**config.mk**
```make
export PLATFORM = sky130hd
export DESIGN_NAME = servo_pwm_gen
export DESIGN_NICKNAME = d
export VERILOG_FILES = /design/src/rtl/servo_pwm_gen.sv
export SDC_FILE = /design/constraint.sdc
export NUM_CORES = 1
export LEC_CHECK = 0
export CORE_UTILIZATION = 49
export CTS_BUF_LIST = sky130_fd_sc_hd__clkbuf_4
export CTS_CLUSTER_SIZE = 14
export DETAILED_ROUTE_END_ITERATION = 10
export GPL_TIMING_DRIVEN = 0
export HOLD_SLACK_MARGIN = 0.02
export PLACE_DENSITY_LB_ADDON = 0.25
export SLEW_MARGIN = 20
export SYNTH_ARGS = -nofsm -noshare
export SYNTH_HDL_FRONTEND = slang
export SYNTH_SLANG_ARGS = --single-unit
```
**constraint.sdc**
```tcl
create_clock -name CLK -period 3.3 [get_ports CLK]
set_clock_uncertainty 0.2 [all_clocks]
set_input_delay 0.99 -clock CLK [delete_from_list [all_inputs] [get_ports CLK]]
set_output_delay 0.99 -clock CLK [all_outputs]
set_load 0.02 [all_outputs]
```
**src/rtl/servo_pwm_gen.sv**
```systemverilog
// Servo PWM output stage: fixed-period frame, clamped width latched at frame boundaries.
// Optional macro SERVO_PWM_SLEW_EN limits the ACTIVE_WIDTH change per frame to SLEW_STEP.
module servo_pwm_gen #(
    parameter int PERIOD    = 1000000,
    parameter int MIN_WIDTH = 50000,
    parameter int MAX_WIDTH = 100000,
    parameter int SLEW_STEP = 500
) (
    input  logic        CLK,
    input  logic        RST,
    input  logic [16:0] WIDTH,
    input  logic        ENABLE,
    output logic        PWM,
    output logic        FRAME_START,
    output logic [16:0] ACTIVE_WIDTH,
    output logic        CLAMPED
);

    localparam logic [19:0] CNT_LAST = 20'(PERIOD - 1);
    localparam logic [16:0] W_MIN    = 17'(MIN_WIDTH);
    localparam logic [16:0] W_MAX    = 17'(MAX_WIDTH);
`ifdef SERVO_PWM_SLEW_EN
    localparam logic [16:0] W_STEP   = 17'(SLEW_STEP);
`endif

    logic [19:0] cnt;
    logic [19:0] cnt_nxt;
    logic        en_q;
    logic        en_nxt;
    logic [16:0] tgt;
    logic [16:0] aw_nxt;
    logic        boundary;
    logic        out_of_range;

    always_comb begin
        boundary     = (cnt == CNT_LAST);
        out_of_range = (WIDTH < W_MIN) || (WIDTH > W_MAX);
        if (WIDTH < W_MIN)
            tgt = W_MIN;
        else if (WIDTH > W_MAX)
            tgt = W_MAX;
        else
            tgt = WIDTH;

        cnt_nxt = boundary ? 20'd0 : cnt + 20'd1;
        en_nxt  = boundary ? ENABLE : en_q;
        aw_nxt  = ACTIVE_WIDTH;
        if (boundary) begin
`ifdef SERVO_PWM_SLEW_EN
            // Step only when the gap exceeds SLEW_STEP, so the result never passes tgt or wraps.
            if (tgt > ACTIVE_WIDTH)
                aw_nxt = ((tgt - ACTIVE_WIDTH) <= W_STEP) ? tgt : ACTIVE_WIDTH + W_STEP;
            else
                aw_nxt = ((ACTIVE_WIDTH - tgt) <= W_STEP) ? tgt : ACTIVE_WIDTH - W_STEP;
`else
            aw_nxt = tgt;
`endif
        end
    end

    // PWM is computed from next-state values so it lines up with cnt in the same cycle.
    always_ff @(posedge CLK or posedge RST) begin
        if (RST) begin
            cnt          <= CNT_LAST;
            en_q         <= 1'b0;
            ACTIVE_WIDTH <= W_MIN;
            CLAMPED      <= 1'b0;
            FRAME_START  <= 1'b0;
            PWM          <= 1'b0;
        end else begin
            cnt          <= cnt_nxt;
            en_q         <= en_nxt;
            ACTIVE_WIDTH <= aw_nxt;
            FRAME_START  <= boundary;
            if (boundary)
                CLAMPED <= out_of_range;
            PWM          <= en_nxt && (cnt_nxt < {3'b000, aw_nxt});
        end
    end

endmodule
```
==> metrics.md <==
| Metric | Value |
|---|---|
| Outcome | `finished, violations left` |
| Failing checks | `setup timing` |
| Top Metal Used | `met4` |
| M1 WL | `between 2 and 3 mm` |
| Met3 wire length | `between 150 and 200 um` |
| WL final | `5.77 mm` |
| Via/cell ratio | `5.63` |
| Synth Instances | `230` |
| CTS tree | `done` |
| Drt initial violations | `101` |
| I/O Buffers | `39` |
| Yosys cell types | `approximately 50` |
| DR pass1 iterations | `6` |
| Die ar. | `between 5000 and 6000 sq um` |
| Synth Cell Area | `2320 sq um` |
| Final Max Slew Viols | `0` |
| Final net count | `between 300 and 400` |
| # rows | `24` |
| Worst path cell trace | `buf_6 > or4_4 > nor4_4 > o21ai_4 > nor3_4 > buf_4 > buf_6 > a22oi_2 > ha_2 > a21o_1 > a211o_1 > o211ai_1 > nand4_1 > a2111oi_4` |
| Yosys top cell area share | `roughly a quarter` |
| Min-delay src | `CLAMPED` |
| Post-synth EDFFs | `0` |
| Ys async rst share | `100%` |
| Synth top area cells | `dfrtp_1 25%, dfstp_2 20%, ha_1 9.2%` |
| Post-cts hold buffer count | `0` |
| Worst Setup Start Kind | `input port` |
| Crit. End Element | `register` |
| Yosys top cell by area | `dfrtp_1` |
| CTS clock-pin slew for the worst setup and hold paths | `~120 ps` |
| Vias in the first global route | `around 2000` |
| Clk sink count | `41` |
| Num CTS Buffers | `5` |
| DIE HEIGHT | `slightly above 70 um` |
| Initial antenna violation count | `0` |
| Peak supply drop | `between 150 and 200 uV` |
| Share of cells above drive strength 1 | `31.6%` |
| Data arrival time of the worst path | `approximately 3600 ps` |
| Pwr Total | `between 0.0009 and 0.001 W` |
| Pre-CTS worst setup slack | `-1380 ps` |
| FF-to-FF End | `PWM` |
| Req. time, crit path | `3350 ps` |
| Core footprint | `roughly 4400 sq um` |
| Final count of hold timing violations | `0` |
| R2r startpoint | `cnt[18]` |
| Post-DP HPWL | `about 4.0 mm` |
| Bufs and invs on worst path | `3` |
| Tightest Pin Transition | `696 ps` |
| CTS root buf | `clkbuf_4` |
| Clock Latency Late Sink | `350 ps` |
| Synthesized flop and latch total | `between 40 and 50` |
| Fin crit period | `3600 ps` |
| Most frequent cells in the layout | `24 x clkdlybuf4s50_1, 23 x dfrtp_1, 21 x buf_4, 18 x dfstp_2, 17 x nor2_1` |
| Total track usage | `between 20% and 30%` |
| Hold EP | `CLAMPED` |
| GRT overflow | `0` |
| Remaining routing DRC violations | `0` |
| Worst hold stages | `2` |
| Sequential area share after synthesis | `between 40% and 50%` |
| Power density cells | `278 nW/um^2` |
| Top Ports | `40` |
| RSZ-0062 raised after global routing | `true` |
| First-pass GRT wire length | `between 9 and 10 mm` |
| Synth warnings | `0` |
| Worst setup margin | `-296 ps` |
| Reg2reg setup slack | `-270 ps` |
| Met2 wire length | `roughly 2.8 mm` |
| F_max | `around 280 MHz` |
| HP Class | `register to register` |
| Drt wl/cell | `16.3 um` |
| CP max-delay cell | `or4_4` |
| RD Place Congestion | `roughly 0.80` |
| Family with the most delay on the worst path | `simple AND/OR/NAND/NOR gates` |
| Clock Path Buffers | `2` |
| Top FF cell, synth | `dfrtp_1` |
| Final setup TNS | `-296 ps` |
| Die width | `between 70 and 80 um` |
| Max-cap violations | `0` |
| Final count of negative-setup-slack endpoints | `1` |
| P_leak | `1.46 nW` |
| Crit path top cell by count | `buf_6` |
| Via count | `1987` |
| Mean Syn Cell Area | `10.1 sq um` |
| Post-Layout Cell Count | `around 350` |
| Max-slew headroom | `between 50% and 60%` |
| Area delta synth->final | `40.5%` |
| Placed insts | `around 320` |
| Reg2reg path depth | `14` |
| Starting Density | `between 50 and 60%` |
| WS Path Type | `input port to register` |
| Tcrit/Tclk final | `109%` |
| CP peak stage delay | `about 540 ps` |
| Most common cell after layout, fill and taps aside | `clkdlybuf4s50_1` |
| Htree depth | `2` |
| # diodes | `0` |
| Post-DRT Antenna Nets | `0` |
| CP startpoint | `WIDTH[3]` |
| CP Max Fanout | `4` |
| Largest net degree at the start of global routing | `28` |
| Synthesized Nets | `~270` |
-- timing repair --
item                       4_1_cts  5_1_grt
setup endpoints to repair        1        1
pin swaps                       22       15
setup buffers                   13       10
gates resized for setup         62       22
-- metrics by stage --
step	hold slack [ps]	utilization, %	area (sq um)
after detailed placement	289	63.8	2830
final	317	73.5	3260
after floorplan	271	-	2360
after global routing	334	73.5	3260
after global placement	281	63.3	2810
after CTS	316	69.7	3100
-- worst register-to-register path: cells and delay by family (launching register included) --
kind	cells	cell delay, ps
AO/OA/AOI/OAI	5	850
flip-flops	1	560
adder cells (fa/ha/maj)	1	180
AND/OR/NAND/NOR	5	1290
buffers and inverters	3	390
-- how the worst max path moves through the flow --
stage                      to  cells past startpoint
final                     PWM                     14
after global routing      PWM                     13
after CTS                 PWM                     13
after detailed placement  PWM                     13
after global placement    PWM                     13
after floorplan           PWM                     11
-- cell type report --
class / instances / area, sq um
multi-input cells: 167 / 1400
fillers: 311 / 1180
flip-flops and latches: 41 / 1050
repair buffers: 63 / 573
inverters: 18 / 71.3
well taps: 52 / 65.1
plain buffers: 4 / 53.8
clock buffers: 5 / 37.5
clock inverters: 3 / 12.5
-- metal layers --
| layer | up-vias | GRT usage [%] |
|---|---|---|
| met5 | - | 0 |
| met4 | 0 | 8.67 |
| met3 | 10 | 4.27 |
| met2 | 44 | 40.5 |
| met1 | 954 | 36.1 |
| li1 | 979 | - |
-- logic make-up after synthesis --
family / count (synthesis) / synth area share (%)
muxes: 4 / 1.78
adders and majority gates: 17 / 9.15
DFF: 41 / 45.1
AOI/OAI and AO/OA: 46 / 13.8
and+or+nand+nor: 83 / 19.8
xor gates and xnor gates: 17 / 6.41
buffers and inverters: 22 / 3.93
-- cells in the mapped netlist (2+ instances only) --
| master | number |
|---|---|
| dfstp_2 | 18 |
| inv_1 | 17 |
| nor3_1 | 7 |
| o21a_1 | 5 |
| nand4_1 | 8 |
| xnor2_1 | 9 |
| a31oi_1 | 2 |
| a21oi_1 | 8 |
| mux2i_1 | 3 |
| or3_1 | 2 |
| and2_1 | 2 |
| clkbuf_1 | 2 |
| nand3_1 | 11 |
| a22oi_1 | 6 |
| dfrtp_1 | 23 |
| and4_1 | 3 |
| nand2_1 | 15 |
| ha_1 | 17 |
| nand3b_1 | 2 |
| o211ai_1 | 3 |
| xor2_1 | 8 |
| nor2_1 | 17 |
| nor3_2 | 2 |
| a21o_1 | 7 |
| or4_1 | 2 |
| o21ai_0 | 6 |
-- where the power goes --
group          leakage, nW  switching [W]  internal [W]  total, W
Clock               0.0300       0.000167     0.0000772  0.000244
Sequential           0.483     0.00000719      0.000515  0.000522
Combinational        0.942      0.0000743     0.0000662  0.000141
Total                 1.46       0.000249      0.000658  0.000907
-- sequential cells by signal, summed over array words and instances, names as in the netlist --
name and count:
ACTIVE_WIDTH 17, FRAME_START 1, PWM 1, CLAMPED 1, cnt 20, en_q 1
Power figures use the tool's default switching activity.
==> RTL change 1: new RTL, same settings <==
Put one more register stage on the output `PWM`, with the module's reset. The value now appears one clock later. The other outputs are not delayed to match. Comments in the files are not updated.
--- a/src/rtl/servo_pwm_gen.sv
+++ b/src/rtl/servo_pwm_gen.sv
@@ -19,6 +19,8 @@
     localparam logic [19:0] CNT_LAST = 20'(PERIOD - 1);
     localparam logic [16:0] W_MIN    = 17'(MIN_WIDTH);
     localparam logic [16:0] W_MAX    = 17'(MAX_WIDTH);
+
+    logic PWM_s0;
 `ifdef SERVO_PWM_SLEW_EN
     localparam logic [16:0] W_STEP   = 17'(SLEW_STEP);
 `endif
@@ -66,7 +68,7 @@
             ACTIVE_WIDTH <= W_MIN;
             CLAMPED      <= 1'b0;
             FRAME_START  <= 1'b0;
-            PWM          <= 1'b0;
+            PWM_s0       <= 1'b0;
         end else begin
             cnt          <= cnt_nxt;
             en_q         <= en_nxt;
@@ -74,7 +76,15 @@
             FRAME_START  <= boundary;
             if (boundary)
                 CLAMPED <= out_of_range;
-            PWM          <= en_nxt && (cnt_nxt < {3'b000, aw_nxt});
+            PWM_s0       <= en_nxt && (cnt_nxt < {3'b000, aw_nxt});
+        end
+    end
+
+    always_ff @(posedge CLK or posedge RST) begin
+        if (RST) begin
+            PWM <= '0;
+        end else begin
+            PWM <= PWM_s0;
         end
     end
 
Behaviour: not the same (a bounded check fails within 4 cycles, from zero or initial values and one cycle with RST high).
==> RTL change 1 against the original RTL <==
- the run still ends with setup timing left
- final area fell by 1.3%
- area after synthesis rose by 1.1%
- total power rose by 2.0%
- sequential cell count rose by 1
- wire length rose by 4.3%
- setup slack got worse by 0.14 ns
- largest power group unchanged
- highest routed layer unchanged
==> RTL change 1: results (changes against the original RTL) <==
- Leakage power: 1.418 nW (was 1.455 nW)
- R2R Path Start: cnt[1] (was cnt[18])
- Result of the run: complete, but fails checks (unchanged)
- First-pass GRT wire length: 9791 um (was 9756 um)
- Initial antenna violation count: 0 (unchanged)
- HPWL Detailed: 4118 um (was 4042 um)
- Maximum VDD drop: 0.0001588 V (was 0.0001657 V)
- Worst hold path depth: 0 (was 2)
- Nets: 331 (was 337)
- Initial DRC count: 117 (was 101)
- Fill cell count: 294 (was 311)
- Slew HR: 0.5101 (was 0.5321)
- Crit-path max FO: 7 (was 4)
- Max Clk Rate: 267.8 MHz (was 278.1 MHz)
- Routed WL: 6021 um (was 5771 um)
- Syn Nets: 268 (was 267)
- Cells on worst reg2reg path: 15 (was 14)
- Synth Area in XOR/XNOR: 0.06340 (was 0.06408)
- Multi-input logic area: 0.001389 mm2 (was 0.001403 mm2)
- Complex-gate fraction of the synthesized area: 0.1364 (was 0.1379)
- Pre-CTS WS: -1.487 ns (was -1.380 ns)
- Area Growth Syn to Fin: 37.13% (was 40.50%)
- Largest net degree at the start of global routing: 23 (was 28)
- Top_reg_cell synth: dfrtp_1 (unchanged)
- CP max stage cell: clkdlybuf4s50_1 (was or4_4)
- Hold endpoint: PWM (was CLAMPED)
- Synth area leaders: dfrtp_1, dfstp_2, ha_1 (unchanged)
- Via count: 2026 (was 1987)
- Placed cell count: 323 (was 322)
- Clock-cell share of area: 0.01671 (was 0.01533)
- Reg area: 0.001074 mm2 (was 0.001049 mm2)
- Critical R2R Capture: PWM_s0 (was PWM)
- Hold path start: PWM_s0 (was CLAMPED)
- Dpl cell area: 0.002867 mm2 (was 0.002834 mm2)
- Vias per inst: 5.839 (was 5.629)
- DR pass1 iterations: 4 (was 6)
- Post-Synth Adder-Cell Area: 0.09057 (was 0.09155)
- Non-CTS inverters: 18 (unchanged)
- CP top delay family: compound AO/OA/AOI/OAI gates (was simple AND/OR/NAND/NOR gates)
- Layout cells sized above 1: 0.2983 (was 0.3156)
- Worst Path Arrival: 3.76 ns (was 3.64 ns)
- Sum of negative setup slack: -0.4337 ns (was -0.2957 ns)
- Post-synth top cells: dfrtp_1, dfstp_2, ha_1, inv_1, nor2_1 (unchanged)
- WHS: 0.1662 ns (was 0.3165 ns)
- GRT Util Overall: 0.2543 (was 0.2562)
- Fin worst setup slack: -0.4337 ns (was -0.2957 ns)
- Syn Area/Cell: 10.17 um2 (was 10.10 um2)
- FF+latch count, synth: 42 (was 41)
- Largest registers: cnt x20, ACTIVE_WIDTH x17 (unchanged)
- Seq/Total Area, Yosys: 0.4571 (was 0.4513)
- Violated checks: setup timing (unchanged)
- Worst reg2reg setup slack: -0.38 ns (was -0.27 ns)
- CP startpoint: WIDTH[10] (was WIDTH[3])
- CP peak stage delay: 0.46 ns (was 0.54 ns)
- Plain + repair buffers: 60 (was 67)
- Final setup fails: 1 (unchanged)
- Data buffer area share: 0.1764 (was 0.1920)
- Mux cell area share after synthesis: 0.01758 (was 0.01777)
- Vias in the first global route: 2031 (was 1988)
- Gp weighted congestion: 0.8067 (was 0.7951)
-- RTL change 1: routing by layer --
| metal | wire length (um) | vias up | GRT usage |
|---|---|---|---|
| li1 | - | 965 | - |
| met1 | 2632 | 986 | 0.3305 |
| met2 | 2975 | 56 | 0.4254 |
| met3 | 239 | 19 | 0.04501 |
| met4 | 173 | 0 | 0.1000 |
| met5 | 0 | - | 0 |
-- RTL change 1: repair_timing --
action                     4_1_cts  5_1_grt
buffers inserted                14        2
resized for setup               69        5
pin swaps                       23        3
setup endpoints to repair        1        1
-- RTL change 1: power breakdown --
| group | internal, mW | switching (mW) |
|---|---|---|
| logic | 0.0676 | 0.0753 |
| registers | 0.528 | 0.00750 |
| clock network | 0.0795 | 0.167 |
| total | 0.675 | 0.250 |
==> RTL change 2: new RTL, same flow settings <==
Made on the original files. The option `SERVO_PWM_SLEW_EN` is turned on by a define.
--- a/src/rtl/servo_pwm_gen.sv
+++ b/src/rtl/servo_pwm_gen.sv
@@ -1,5 +1,7 @@
 // Servo PWM output stage: fixed-period frame, clamped width latched at frame boundaries.
 // Optional macro SERVO_PWM_SLEW_EN limits the ACTIVE_WIDTH change per frame to SLEW_STEP.
+`define SERVO_PWM_SLEW_EN
+
 module servo_pwm_gen #(
     parameter int PERIOD    = 1000000,
     parameter int MIN_WIDTH = 50000,
Check against the original RTL: not equivalent (Yosys sat finds a counterexample within 4 cycles, from zero or initial values and one cycle with RST high).
==> RTL change 2 against the original RTL <==
- the run still ends with setup timing left
- fmax is 51% lower
- sequential cell count stayed put
- final area is 120% higher
- wire length grew to 3.1 times the old value
- setup slack worse by 3.8 ns
- worst hold slack worse by 0.018 ns
- area after synthesis is 120% higher
- total power is 52% higher
==> RTL change 2: results (changes against the original RTL) <==
- Result of the run: complete, but fails checks (unchanged)
- Top_reg_cell synth: dfrtp_1 (unchanged)
- Slew HR: 0.4949 (was 0.5321)
- Largest registers: cnt x20, ACTIVE_WIDTH x17 (unchanged)
- PortBufs: 39 (unchanged)
- CP peak stage delay: 0.52 ns (was 0.54 ns)
- Layout cells sized above 1: 0.3172 (was 0.3156)
- Post-synth top cells: ha_1, inv_1, nand2_1, nor2_1, a21oi_1 (was dfrtp_1, dfstp_2, ha_1, inv_1, nor2_1)
- Fin worst setup slack: -4.089 ns (was -0.2957 ns)
- Syn. warnings: 0 (unchanged)
- Maximum VDD drop: 0.0002815 V (was 0.0001657 V)
- Largest net degree at the start of global routing: 30 (was 28)
- First-pass GRT wire length: 25590 um (was 9756 um)
- Sum of negative setup slack: -45.23 ns (was -0.2957 ns)
- Leakage power: 3.272 nW (was 1.455 nW)
- Max Clk Rate: 135.3 MHz (was 278.1 MHz)
- Synth Area in XOR/XNOR: 0.08589 (was 0.06408)
- Routed len/inst: 20.44 um (was 16.35 um)
- Initial DRC count: 700 (was 101)
- Seq/Total Area, Yosys: 0.2056 (was 0.4513)
- R2R Path Start: ACTIVE_WIDTH[6] (was cnt[18])
- Via count: 5563 (was 1987)
- Worst reg2reg setup slack: -3.03 ns (was -0.27 ns)
- Clock transition at path regs: 0.16 ns (was 0.12 ns)
- Worst Path Arrival: 7.53 ns (was 3.64 ns)
- Post-Synth Adder-Cell Area: 0.1276 (was 0.09155)
- Syn Nets: 689 (was 267)
- Mux cell area share after synthesis: 0.06503 (was 0.01777)
- Final setup fails: 18 (was 1)
- Crit-path max FO: 6 (was 4)
- Placed cell count: 790 (was 322)
- Count of cell types in the netlist: 82 (was 51)
- Hold Path Class: flop to flop (unchanged)
- HPWL Detailed: 11710 um (was 4042 um)
- Cells on worst reg2reg path: 33 (was 14)
- Vias in the first global route: 5115 (was 1988)
- CTS root buf: clkbuf_4 (unchanged)
- DR pass1 iterations: 8 (was 6)
- GRT Util Overall: 0.2952 (was 0.2562)
- CP startpoint: WIDTH[3] (unchanged)
- Critical Path End: ACTIVE_WIDTH[6] (was PWM)
- # diodes: 0 (unchanged)
- Nets: 815 (was 337)
- Gp weighted congestion: 0.9298 (was 0.7951)
- Syn Area/Cell: 8.264 um2 (was 10.10 um2)
- Violated checks: setup timing (unchanged)
- Worst-Skew Late Latency: 0.39 ns (was 0.35 ns)
- Synth area leaders: ha_1, dfrtp_1, dfstp_2 (was dfrtp_1, dfstp_2, ha_1)
- Layout Cells excl Fill: 877 (was 353)
- Complex-gate fraction of the synthesized area: 0.2434 (was 0.1379)
-- RTL change 2: cell count changes after synthesis, moves of 17 or more --
| cell | before | now |
|---|---|---|
| xnor2_1 | 9 | 39 |
| a21oi_1 | 8 | 40 |
| inv_1 | 17 | 44 |
| ha_1 | 17 | 52 |
| mux2i_1 | 3 | 20 |
| o21ai_0 | 6 | 28 |
| nor2_1 | 17 | 42 |
| nand2_1 | 15 | 43 |
-- RTL change 2: critical path: cells and delay by family --
kind | cells | cell delay [ns]
compound gates | 8 | 1.72
fa+ha+maj | 1 | 0.20
buf+inv | 22 | 2.36
mux | 3 | 0.68
simple gates | 6 | 1.55
-- RTL change 2: how the worst min path moves through the flow --
stage	startpoint	to	cells past startpoint	slack, ns
final	en_q	en_q	2	0.30
after global routing	en_q	en_q	2	0.33
after CTS	en_q	en_q	2	0.30
after detailed placement	CLAMPED	CLAMPED	2	0.27
after global placement	CLAMPED	CLAMPED	2	0.27
after floorplan	en_q	en_q	2	0.23
-- RTL change 2: cells by family (layout without fill, tap and decap cells) --
logic type / after synthesis / after routing
AND/OR/NAND/NOR: 198 / 198
flip-flops: 41 / 41
adder cells (fa/ha/maj): 52 / 52
multiplexers: 31 / 31
XOR/XNOR: 50 / 50
buffers and inverters: 72 / 199
AO/OA/AOI/OAI: 173 / 173
-- RTL change 2: area by class of cell --
| type | instances | area, um2 |
|---|---|---|
| multi-input combinational | 504 | 4225 |
| fill | 707 | 2826 |
| timing repair buffer | 121 | 1180 |
| sequential | 41 | 1049 |
| buffer | 26 | 214.0 |
| tap | 133 | 166.4 |
| inverter | 44 | 165.2 |
| clock buffer | 6 | 45.04 |
| clock inverter | 2 | 38.79 |
-- RTL change 2: through the flow --
step	setup slack, ns	area, um2	hold WS [ns]
global placement	-5.404	5673	0.2678
floorplan	-3.780	5116	0.2339
detailed placement	-5.478	5693	0.2747
finish	-4.089	7083	0.2981
CTS	-4.103	6420	0.3041
global route	-4.286	7083	0.3278
-- RTL change 2: routing by layer --
metal  wire length (um)  global-route usage  share of wire  vias up
li1                   -                   -              -     2500
met1               7037              0.3635           0.39     2657
met2               8752              0.5219           0.49      312
met3               1235             0.02945          0.069       94
met4                901              0.1265          0.050        0
met5                  0                   0              0        -
-- RTL change 2: what timing repair did --
item	4_1_cts	5_1_grt
setup buffers	41	45
hold endpoints to repair	0	0
setup endpoints to repair	18	18
gates resized for setup	96	91
pin swaps	50	61
-- RTL change 2: power breakdown --
group / leakage, nW / switching (mW) / internal, mW
combinational: 2.76 / 0.282 / 0.248
sequential: 0.462 / 0.000121 / 0.504
clock: 0.0459 / 0.177 / 0.170
total: 3.27 / 0.459 / 0.921
